File: src/rtl/button_pulse_gen_pkg.sv
// Shared definitions for the push-button pulse generator: the per-channel
// FSM state encoding and small elaboration-time helpers for counter sizing.
package button_pulse_gen_pkg;

  // Per-channel button FSM states
  typedef enum logic [1:0] {
    RELEASED  = 2'd0,
    PRESSED   = 2'd1,
    REPEATING = 2'd2
  } btn_state_t;

  // Larger of two integers, used to size the shared repeat counter
  function automatic int max_int(input int a, input int b);
    return (a > b) ? a : b;
  endfunction

  // Bits needed to count 0..n-1, never less than one bit
  function automatic int cnt_width(input int n);
    return (n > 1) ? $clog2(n) : 1;
  endfunction

endpackage

File: src/rtl/button_pulse_gen_debouncer.sv
// One push-button channel: two-flop synchronizer with polarity
// normalisation, a stable-level debounce counter, and a small FSM that
// emits a one-cycle strobe on each accepted press and, optionally, on a
// fixed auto-repeat schedule while the button stays held.
module button_debouncer
  import button_pulse_gen_pkg::*;
#(
  parameter bit ACTIVE_LOW      = 1'b1,
  parameter int DEBOUNCE_CYCLES = 500000,
  parameter int REPEAT_DELAY    = 25000000,
  parameter int REPEAT_PERIOD   = 5000000,
  parameter bit REPEAT_EN       = 1'b0
) (
  input  logic clk,
  input  logic sync_reset,
  input  logic btn_raw,
  output logic pulse_re,
  output logic level
);

  localparam int DB_W  = cnt_width(DEBOUNCE_CYCLES);
  localparam int REP_W = cnt_width(max_int(REPEAT_DELAY, REPEAT_PERIOD));

  localparam logic [DB_W-1:0]  DB_LAST     = DB_W'(DEBOUNCE_CYCLES - 1);
  localparam logic [REP_W-1:0] DELAY_LAST  = REP_W'(REPEAT_DELAY - 1);
  localparam logic [REP_W-1:0] PERIOD_LAST = REP_W'(REPEAT_PERIOD - 1);

  // Raw pin value that means "not pressed"
  localparam logic RELEASED_RAW = ACTIVE_LOW;

  logic [1:0]       sync_q;
  logic             btn_sync;
  logic [DB_W-1:0]  db_cnt;
  logic             level_q;
  logic             db_done;
  logic             accept_press;
  logic             accept_release;

  btn_state_t       state_q;
  btn_state_t       state_d;
  logic [REP_W-1:0] rep_cnt;
  logic [REP_W-1:0] rep_cnt_d;
  logic             pulse_d;

  // Two-stage synchronizer; reset loads the released level so a button
  // held through reset is seen as a fresh press afterwards
  always_ff @(posedge clk) begin
    if (sync_reset) begin
      sync_q <= {2{RELEASED_RAW}};
    end else begin
      sync_q <= {sync_q[0], btn_raw};
    end
  end

  assign btn_sync = sync_q[1] ^ ACTIVE_LOW;

  // The debounced level only follows btn_sync once it has disagreed for
  // DEBOUNCE_CYCLES consecutive cycles
  assign db_done        = (btn_sync != level_q) && (db_cnt == DB_LAST);
  assign accept_press   = db_done && !level_q;
  assign accept_release = db_done && level_q;

  // Debounce counter and accepted level
  always_ff @(posedge clk) begin
    if (sync_reset) begin
      db_cnt  <= '0;
      level_q <= 1'b0;
    end else if (btn_sync == level_q) begin
      db_cnt  <= '0;
    end else if (db_cnt == DB_LAST) begin
      db_cnt  <= '0;
      level_q <= ~level_q;
    end else begin
      db_cnt  <= db_cnt + 1'b1;
    end
  end

  // Next state, repeat counter and strobe; a release always wins over a
  // repeat that would fall due in the same cycle
  always_comb begin
    state_d   = state_q;
    rep_cnt_d = rep_cnt;
    pulse_d   = 1'b0;
    unique case (state_q)
      RELEASED: begin
        if (accept_press) begin
          state_d   = PRESSED;
          pulse_d   = 1'b1;
          rep_cnt_d = '0;
        end
      end
      PRESSED: begin
        if (accept_release) begin
          state_d   = RELEASED;
          rep_cnt_d = '0;
        end else if (REPEAT_EN) begin
          if (rep_cnt == DELAY_LAST) begin
            state_d   = REPEATING;
            pulse_d   = 1'b1;
            rep_cnt_d = '0;
          end else begin
            rep_cnt_d = rep_cnt + 1'b1;
          end
        end
      end
      REPEATING: begin
        if (accept_release) begin
          state_d   = RELEASED;
          rep_cnt_d = '0;
        end else if (rep_cnt == PERIOD_LAST) begin
          pulse_d   = 1'b1;
          rep_cnt_d = '0;
        end else begin
          rep_cnt_d = rep_cnt + 1'b1;
        end
      end
      default: begin
        state_d   = RELEASED;
        rep_cnt_d = '0;
      end
    endcase
  end

  // FSM state, repeat counter and registered strobe
  always_ff @(posedge clk) begin
    if (sync_reset) begin
      state_q  <= RELEASED;
      rep_cnt  <= '0;
      pulse_re <= 1'b0;
    end else begin
      state_q  <= state_d;
      rep_cnt  <= rep_cnt_d;
      pulse_re <= pulse_d;
    end
  end

  assign level = level_q;

endmodule

File: src/rtl/button_pulse_gen.sv
// Multi-channel push-button front end: one independent debouncer per
// button, producing press/repeat strobes and debounced pressed levels.
module button_pulse_gen
  import button_pulse_gen_pkg::*;
#(
  parameter int                  CHANNELS        = 2,
  parameter bit                  ACTIVE_LOW      = 1'b1,
  parameter int                  DEBOUNCE_CYCLES = 500000,
  parameter logic [CHANNELS-1:0] REPEAT_EN       = '0,
  parameter int                  REPEAT_DELAY    = 25000000,
  parameter int                  REPEAT_PERIOD   = 5000000
) (
  input  logic                clk,
  input  logic                sync_reset,
  input  logic [CHANNELS-1:0] btn_raw,
  output logic [CHANNELS-1:0] pulse_re,
  output logic [CHANNELS-1:0] level
);

  // Channels share nothing, so each bit gets its own debouncer
  for (genvar ch = 0; ch < CHANNELS; ch++) begin : g_chan
    button_debouncer #(
      .ACTIVE_LOW      (ACTIVE_LOW),
      .DEBOUNCE_CYCLES (DEBOUNCE_CYCLES),
      .REPEAT_DELAY    (REPEAT_DELAY),
      .REPEAT_PERIOD   (REPEAT_PERIOD),
      .REPEAT_EN       (REPEAT_EN[ch])
    ) u_debouncer (
      .clk        (clk),
      .sync_reset (sync_reset),
      .btn_raw    (btn_raw[ch]),
      .pulse_re   (pulse_re[ch]),
      .level      (level[ch])
    );
  end

endmodule
File: config.mk
export PLATFORM = sky130hd
export DESIGN_NAME = button_pulse_gen
export DESIGN_NICKNAME = d
export VERILOG_FILES = /design/src/rtl/button_pulse_gen_pkg.sv /design/src/rtl/button_pulse_gen_debouncer.sv /design/src/rtl/button_pulse_gen.sv
export SDC_FILE = /design/constraint.sdc
export NUM_CORES = 1
export LEC_CHECK = 0
export ABC_CLOCK_PERIOD_IN_PS = 1800
export BUFFER_PORTS_ARGS = -buffer_cell sky130_fd_sc_hd__buf_2
export CAP_MARGIN = 10
export CORE_AREA = 5 5 99 55
export DETAILED_ROUTE_END_ITERATION = 10
export DIE_AREA = 0 0 104 60
export GPL_ROUTABILITY_DRIVEN = 0
export GPL_TIMING_DRIVEN = 0
export HOLD_SLACK_MARGIN = 0.03
export PLACE_DENSITY = 0.71
export SLEW_MARGIN = 20
export SYNTH_ARGS = -nofsm -noshare
export SYNTH_HDL_FRONTEND = slang
export SYNTH_SLANG_ARGS = --single-unit
File: constraint.sdc
create_clock -name clk -period 1.8 [get_ports clk]
set_input_delay 0.27 -clock clk [delete_from_list [all_inputs] [get_ports clk]]
set_output_delay 0.27 -clock clk [all_outputs]
set_load 0.005 [all_outputs]
Word level (Yosys, flattened, before mapping)
Index checks and enable logic that the tools add are counted.
{ "classes": {"add_sub_neg": 4, "n_mul": 0, "div": 0, "n_lt_le_gt_ge": 0, "eq_ne": 18, "n_shift": 0, "mux": 24, "bitwise": 6, "n_reduce_logical": 20} }
{ "ops": {"columns": ["cell", "n"], "rows": [
  ["2-to-1 mux 25 bit", 8],
  ["case mux 25 bit (3 select lines)", 2],
  ["adder 25 x 1 -> 25 bit, second input constant", 2],
  ["== test 25 x 23 -> 1 bit, second input constant", 2],
  ["adder 19 x 1 -> 19 bit, second input constant", 2],
  ["== test 19 bit, second input constant", 2],
  ["!= test 2 x 1 -> 1 bit, second input constant", 6],
  ["AND reduction 2 bit", 6],
  ["2-to-1 mux 2 bit", 4],
  ["case mux 2 bit (2 select lines)", 2],
  ["logical AND 1 bit", 6],
  ["2-to-1 mux 1 bit", 6],
  ["inverter 1 bit", 6],
  ["OR reduction 3 bit", 2],
  ["== test 2 x 1 -> 1 bit, second input constant", 2],
  ["== test 2 bit, second input constant", 2],
  ["logical NOT 2 bit", 2],
  ["case mux 1 bit (2 select lines)", 2],
  ["OR reduction 2 bit", 2],
  ["== test 1 bit", 2],
  ["logical NOT 1 bit", 2],
  ["!= test 1 bit", 2]
]} }
{ "totals": {"ff_bits": 100, "latch_bits": 0, "ram_bits": 0, "romBits": 0, "inputBits": 4, "out_inout_bits": 4, "memories": 0} }

Logic depth before layout (Yosys ltp)
{ "depth": {"word_depth": 6, "ltp_mapped": 7, "depth_no_buf": 5} }

Modules after synthesis
A second synthesis with hierarchy kept.
{ "hier_totals": {"cells_unflattened": 248, "area_unflattened_um2": 2324.7} }
{ "by_module_without_submodules": {"columns": ["module", "instances", "cells_each", "area_per_inst_um2", "seq_area_each_um2"], "rows": [
  ["button_debouncer", 2, 124, 1162.4, 480.5]
]} }

Worst setup path before layout
OpenSTA, ideal clock, no wires.
{ "synth_path": {"kind": "reg-to-reg", "start": "reg g_chan[0].u_debouncer.db_cnt[7]", "end": "reg g_chan[0].u_debouncer.db_cnt[5]", "t_arrival_ns": 1.919, "path_slack_ns": -0.234, "stages_incl_launch_ff": 8, "n_path_buf": 3, "cell_sequence": "dfxtp_1 -> buf_6 -> or4_1 -> or4_1 -> buf_2 -> o21bai_4 -> buf_6 -> nor2_1"} }
{ "synth_via": {"elab_chain_cells": 2} }
{ "synth_lines": {"columns": ["element", "line_no", "text"], "rows": [
  ["start, declared", "button_pulse_gen_debouncer.sv:33", "logic [DB_W-1:0] db_cnt;"],
  ["start signal, assigned", "button_pulse_gen_debouncer.sv:74", "db_cnt <= db_cnt + 1'b1;"],
  ["== test 19 bit", "button_pulse_gen_debouncer.sv:70", "end else if (db_cnt == DB_LAST) begin"],
  ["OR reduction 3 bit (no source line)", null, null]
]} }
No other way between the ends.
A chain may end at the register's enable or synchronous reset.

Final worst setup path
{ "layout_path": {"start": "reg g_chan[0].u_debouncer.db_cnt[12]", "end": "reg g_chan[0].u_debouncer.db_cnt[9]"} }
Same word-level chain as after synthesis.

==> flow_summary_export.csv <==
group,metric,value,unit
run_status,status,"finished with violations",
run_status,failed_checks,"negative setup slack",
floorplan,ios,8,
setup_path,worstSetupPathType,"reg -> reg",
clocking,max-clock-path-buffers,2,
logic_synthesis,syn_inst,260,
power_and_ir_drop,intPower,1.41,mW
min_path,hp-start,"btn_raw[0]",
sta,relSlewSlack,70.3,%
drt,ant_nets,0,
logic_synthesis,ys_types,41,
finish,instances_no_fill,337,
sta,fin_setup_tns,-3.19,ns
min_path,hold_path.class,"in -> reg",
clocking,clock_latency,0.30,ns
sta,finalHoldViolCount,0,
finish,synthToLayoutAreaGrowth,15.8,%
setup_path,crit_path_max_fanout,5,
sta,drv_slew,0,
drt,drc,0,
finish,fin_area,2630,um2
floorplan,core,4590,um2
sta,post-route-min-period,1.99,ns
floorplan,dieArea,6240,um2
finish,final_nets,282,
power_and_ir_drop,comb_power_share,3.0,%
grt,grt_pass1_vias,1744,
drt,drt_first_pass_iters,5,
placed_design,dp_hpwl,3.41,mm
clocking,hold_buffers,0,
drt,wl_per_cell,15.3,um
setup_path,rr_startpoint,"g_chan[0].u_debouncer.db_cnt[12]$_SDFF_PP0_",
sta,fin_crit_sh,110,%
logic_synthesis,yosysWarningCount,0,
setup_path,critPathLaunch,"g_chan[0].u_debouncer.db_cnt[12]$_SDFF_PP0_",
min_path,worstHoldEndpoint,"g_chan[0].u_debouncer.sync_q[0]$_SDFF_PP1_",
logic_synthesis,ys_ff_latch,48,
finish,final_layout_size_suffix_gt1_share,24.9,%
clocking,cts.sinks,48,
power_and_ir_drop,pwr-share-seq,60.1,%
logic_synthesis,synth-async-reset-ratio,0,%
grt,grt-ovfl-total,0,
drt,avgViaCountPerCell,5.74,
setup_path,startpoint_type,"register",
power_and_ir_drop,power_density,685,nW/um2
floorplan,die_h,60,um
sta,worstMarginPinSlew,0.445,ns
sta,setup_violations,19,
clocking,path_clk_slew,0.09,ns
floorplan,die_width,104,um
min_path,whs_path_depth,2,
logic_synthesis,avgSynthCellArea,8.73,um2
drt,drt_iter0_drc,151,
job,cap_violations,0,
floorplan,rows,18,
logic_synthesis,synth_ff_type,"dfxtp_1",
power_and_ir_drop,vdd_drop_max,0.316,mV
power_and_ir_drop,p_total,1.80,mW
setup_path,ff2ff_setup_slack,-0.19,ns
finish,postLayoutCoreUtil,57.2,%
clocking,cts_buffers,5,
power_and_ir_drop,leakagePower,0.805,nW
placed_design,io_buffer_count,6,
floorplan,start_util,49.4,%
grt,grt_pass1_wl,8.79,mm
setup_path,worstPathRequired,1.98,ns
setup_path,reg2reg_to,"g_chan[0].u_debouncer.db_cnt[9]$_SDFF_PP0_",
logic_synthesis,syn_area,2270,um2
sta,rsz0062_at_grt,"yes",
finish,num_antenna_cells,0,
logic_synthesis,synth_edf_count,0,
grt,grt_antenna_before_repair,0,
drt,num_vias,1933,
power_and_ir_drop,p_sw,0.388,mW
sta,fmax,504,MHz
setup_path,rr_worst_depth,5,
placed_design,place_area,2390,um2
sta,final.setup.worst_slack,-0.186,ns
drt,finalWirelength,5.15,mm
power_and_ir_drop,swShare,21.5,%
placed_design,dp.cells,326,
grt,grt_max_degree,14,
sta,clock_skew,0.0145,ns
setup_path,crit_path_end_kind,"register",
logic_synthesis,seq_area_frac_synth,42.3,%
logic_synthesis,synth.net_count,266,
clocking,cts-root-buf,"clkbuf_8",
grt,grt_usage,17.6,%
clocking,htreeDepth,2,
power_and_ir_drop,clkPwrFrac,36.9,%
setup_path,arrival,2.17,ns
clocking,tritoncts,"yes",
## power groups by stage
stage / logic, mW / registers, mW / clock network [mW]
final: 0.0546 / 1.08 / 0.665
after global routing: 0.0599 / 1.08 / 0.736
after CTS: 0.0529 / 1.08 / 0.677
after detailed placement: 0.0459 / 1.11 / 0
after global placement: 0.0455 / 1.11 / 0
after floorplan: 0.0366 / 1.10 / 0
## routing by layer
layer | vias up | track usage [%] | wire (um) | share of wire, %
met4 | 0 | 4.61 | 40 | 0.78
met2 | 77 | 23.3 | 1960 | 38
met3 | 7 | 6.15 | 504 | 9.8
met5 | - | 0 | 0 | 0
li1 | 951 | - | - | -
met1 | 898 | 26.4 | 2640 | 51
## how the worst max path moves through the flow
stage	end	slack (ns)
after floorplan	g_chan[0].u_debouncer.db_cnt[5]$_SDFF_PP0_	-0.19
after global placement	g_chan[1].u_debouncer.db_cnt[16]$_SDFF_PP0_	-0.41
after detailed placement	g_chan[1].u_debouncer.db_cnt[10]$_SDFF_PP0_	-0.42
after CTS	g_chan[0].u_debouncer.db_cnt[9]$_SDFF_PP0_	-0.18
after global routing	g_chan[0].u_debouncer.db_cnt[8]$_SDFF_PP0_	-0.24
final	g_chan[0].u_debouncer.db_cnt[9]$_SDFF_PP0_	-0.19
## sequential cells by signal, summed over array words and instances (netlist names)
signal / count
g_chan.u_debouncer.db_cnt: 38
g_chan.u_debouncer.level: 2
g_chan.u_debouncer.pulse_re: 2
g_chan.u_debouncer.state_q: 2
g_chan.u_debouncer.sync_q: 4
## repair_timing
action	4_1_cts	5_1_grt
buffers inserted	9	2
endpoints found under the setup margin	33	32
pin swaps	14	4
gates resized for setup	21	17
gates cloned	1	0
## final cells by class
| type | instances | area [um2] |
|---|---|---|
| repair buffers | 18 | 135 |
| clock buffers | 8 | 90.1 |
| multi-input cells | 185 | 1250 |
| fillers | 407 | 1970 |
| well taps | 60 | 75.1 |
| plain buffers | 11 | 80.1 |
| inverters | 7 | 26.3 |
| flip-flops and latches | 48 | 973 |
## through the flow
step / setup WS [ns] / hold WS, ns
global placement: -0.409 / 0.401
CTS: -0.180 / 0.151
global route: -0.238 / 0.149
floorplan: -0.195 / 0.374
detailed placement: -0.417 / 0.412
finish: -0.186 / 0.147
## cells by family after synthesis
logic type / share of synthesized area [%]
AOI/OAI and AO/OA: 7.33
xor gates and xnor gates: 10.4
adders and majority gates: 1.10
buffers and inverters: 6.67
DFF: 42.3
muxes: 0.882
and+or+nand+nor: 31.3
## critical path, cell delays in order (launching register included)
cell	delay [ns]
dfxtp_2	0.35
or4_4	0.53
or4_4	0.57
o21bai_4	0.22
buf_6	0.16
nor2_2	0.04
## placed cells by master, fill, tap and decap left out, types with 4 or more instances in the layout
master    Yosys  routed
o21ai_0       6       5
dfxtp_2       0       7
nor4b_1       6       4
or4_1         7       5
nand2_1      15      15
inv_1         7       7
clkbuf_1     10       4
nor3_1        6       6
nand4_1      15      15
nor2_1       38      36
or2_2         6       6
or3_1         4       4
nand3_1       9       9
xnor2_1      18      18
dfxtp_1      48      40
nor4_1       12      10
buf_2         1       6
xor2_1        9       9
buf_4         5      14
clkbuf_8      0       6
a21oi_2       0       5
buf_6         4       6
## Yosys cell counts (2+ instances only)
cell      instances  share of area (%)
a21oi_1           7                1.5
a311oi_1          2               0.77
and4_1            2               0.77
buf_4             5                1.7
buf_6             4                2.0
clkbuf_1         10                1.7
dfxtp_1          48                 42
ha_1              2                1.1
inv_1             7                1.2
mux2i_1           2               0.88
nand2_1          15                2.5
nand3_1           9                2.0
nand4_1          15                4.1
nand4b_1          2               0.77
nor2_1           38                6.3
nor3_1            6                1.3
nor4_1           12                3.3
nor4b_1           6                2.3
o21ai_0           6                1.3
o31ai_1           2               0.66
or2_2             6                1.7
or3_1             4                1.1
or4_1             7                2.3
xnor2_1          18                6.9
xor2_1            9                3.5
Power figures use the tool's default switching activity.
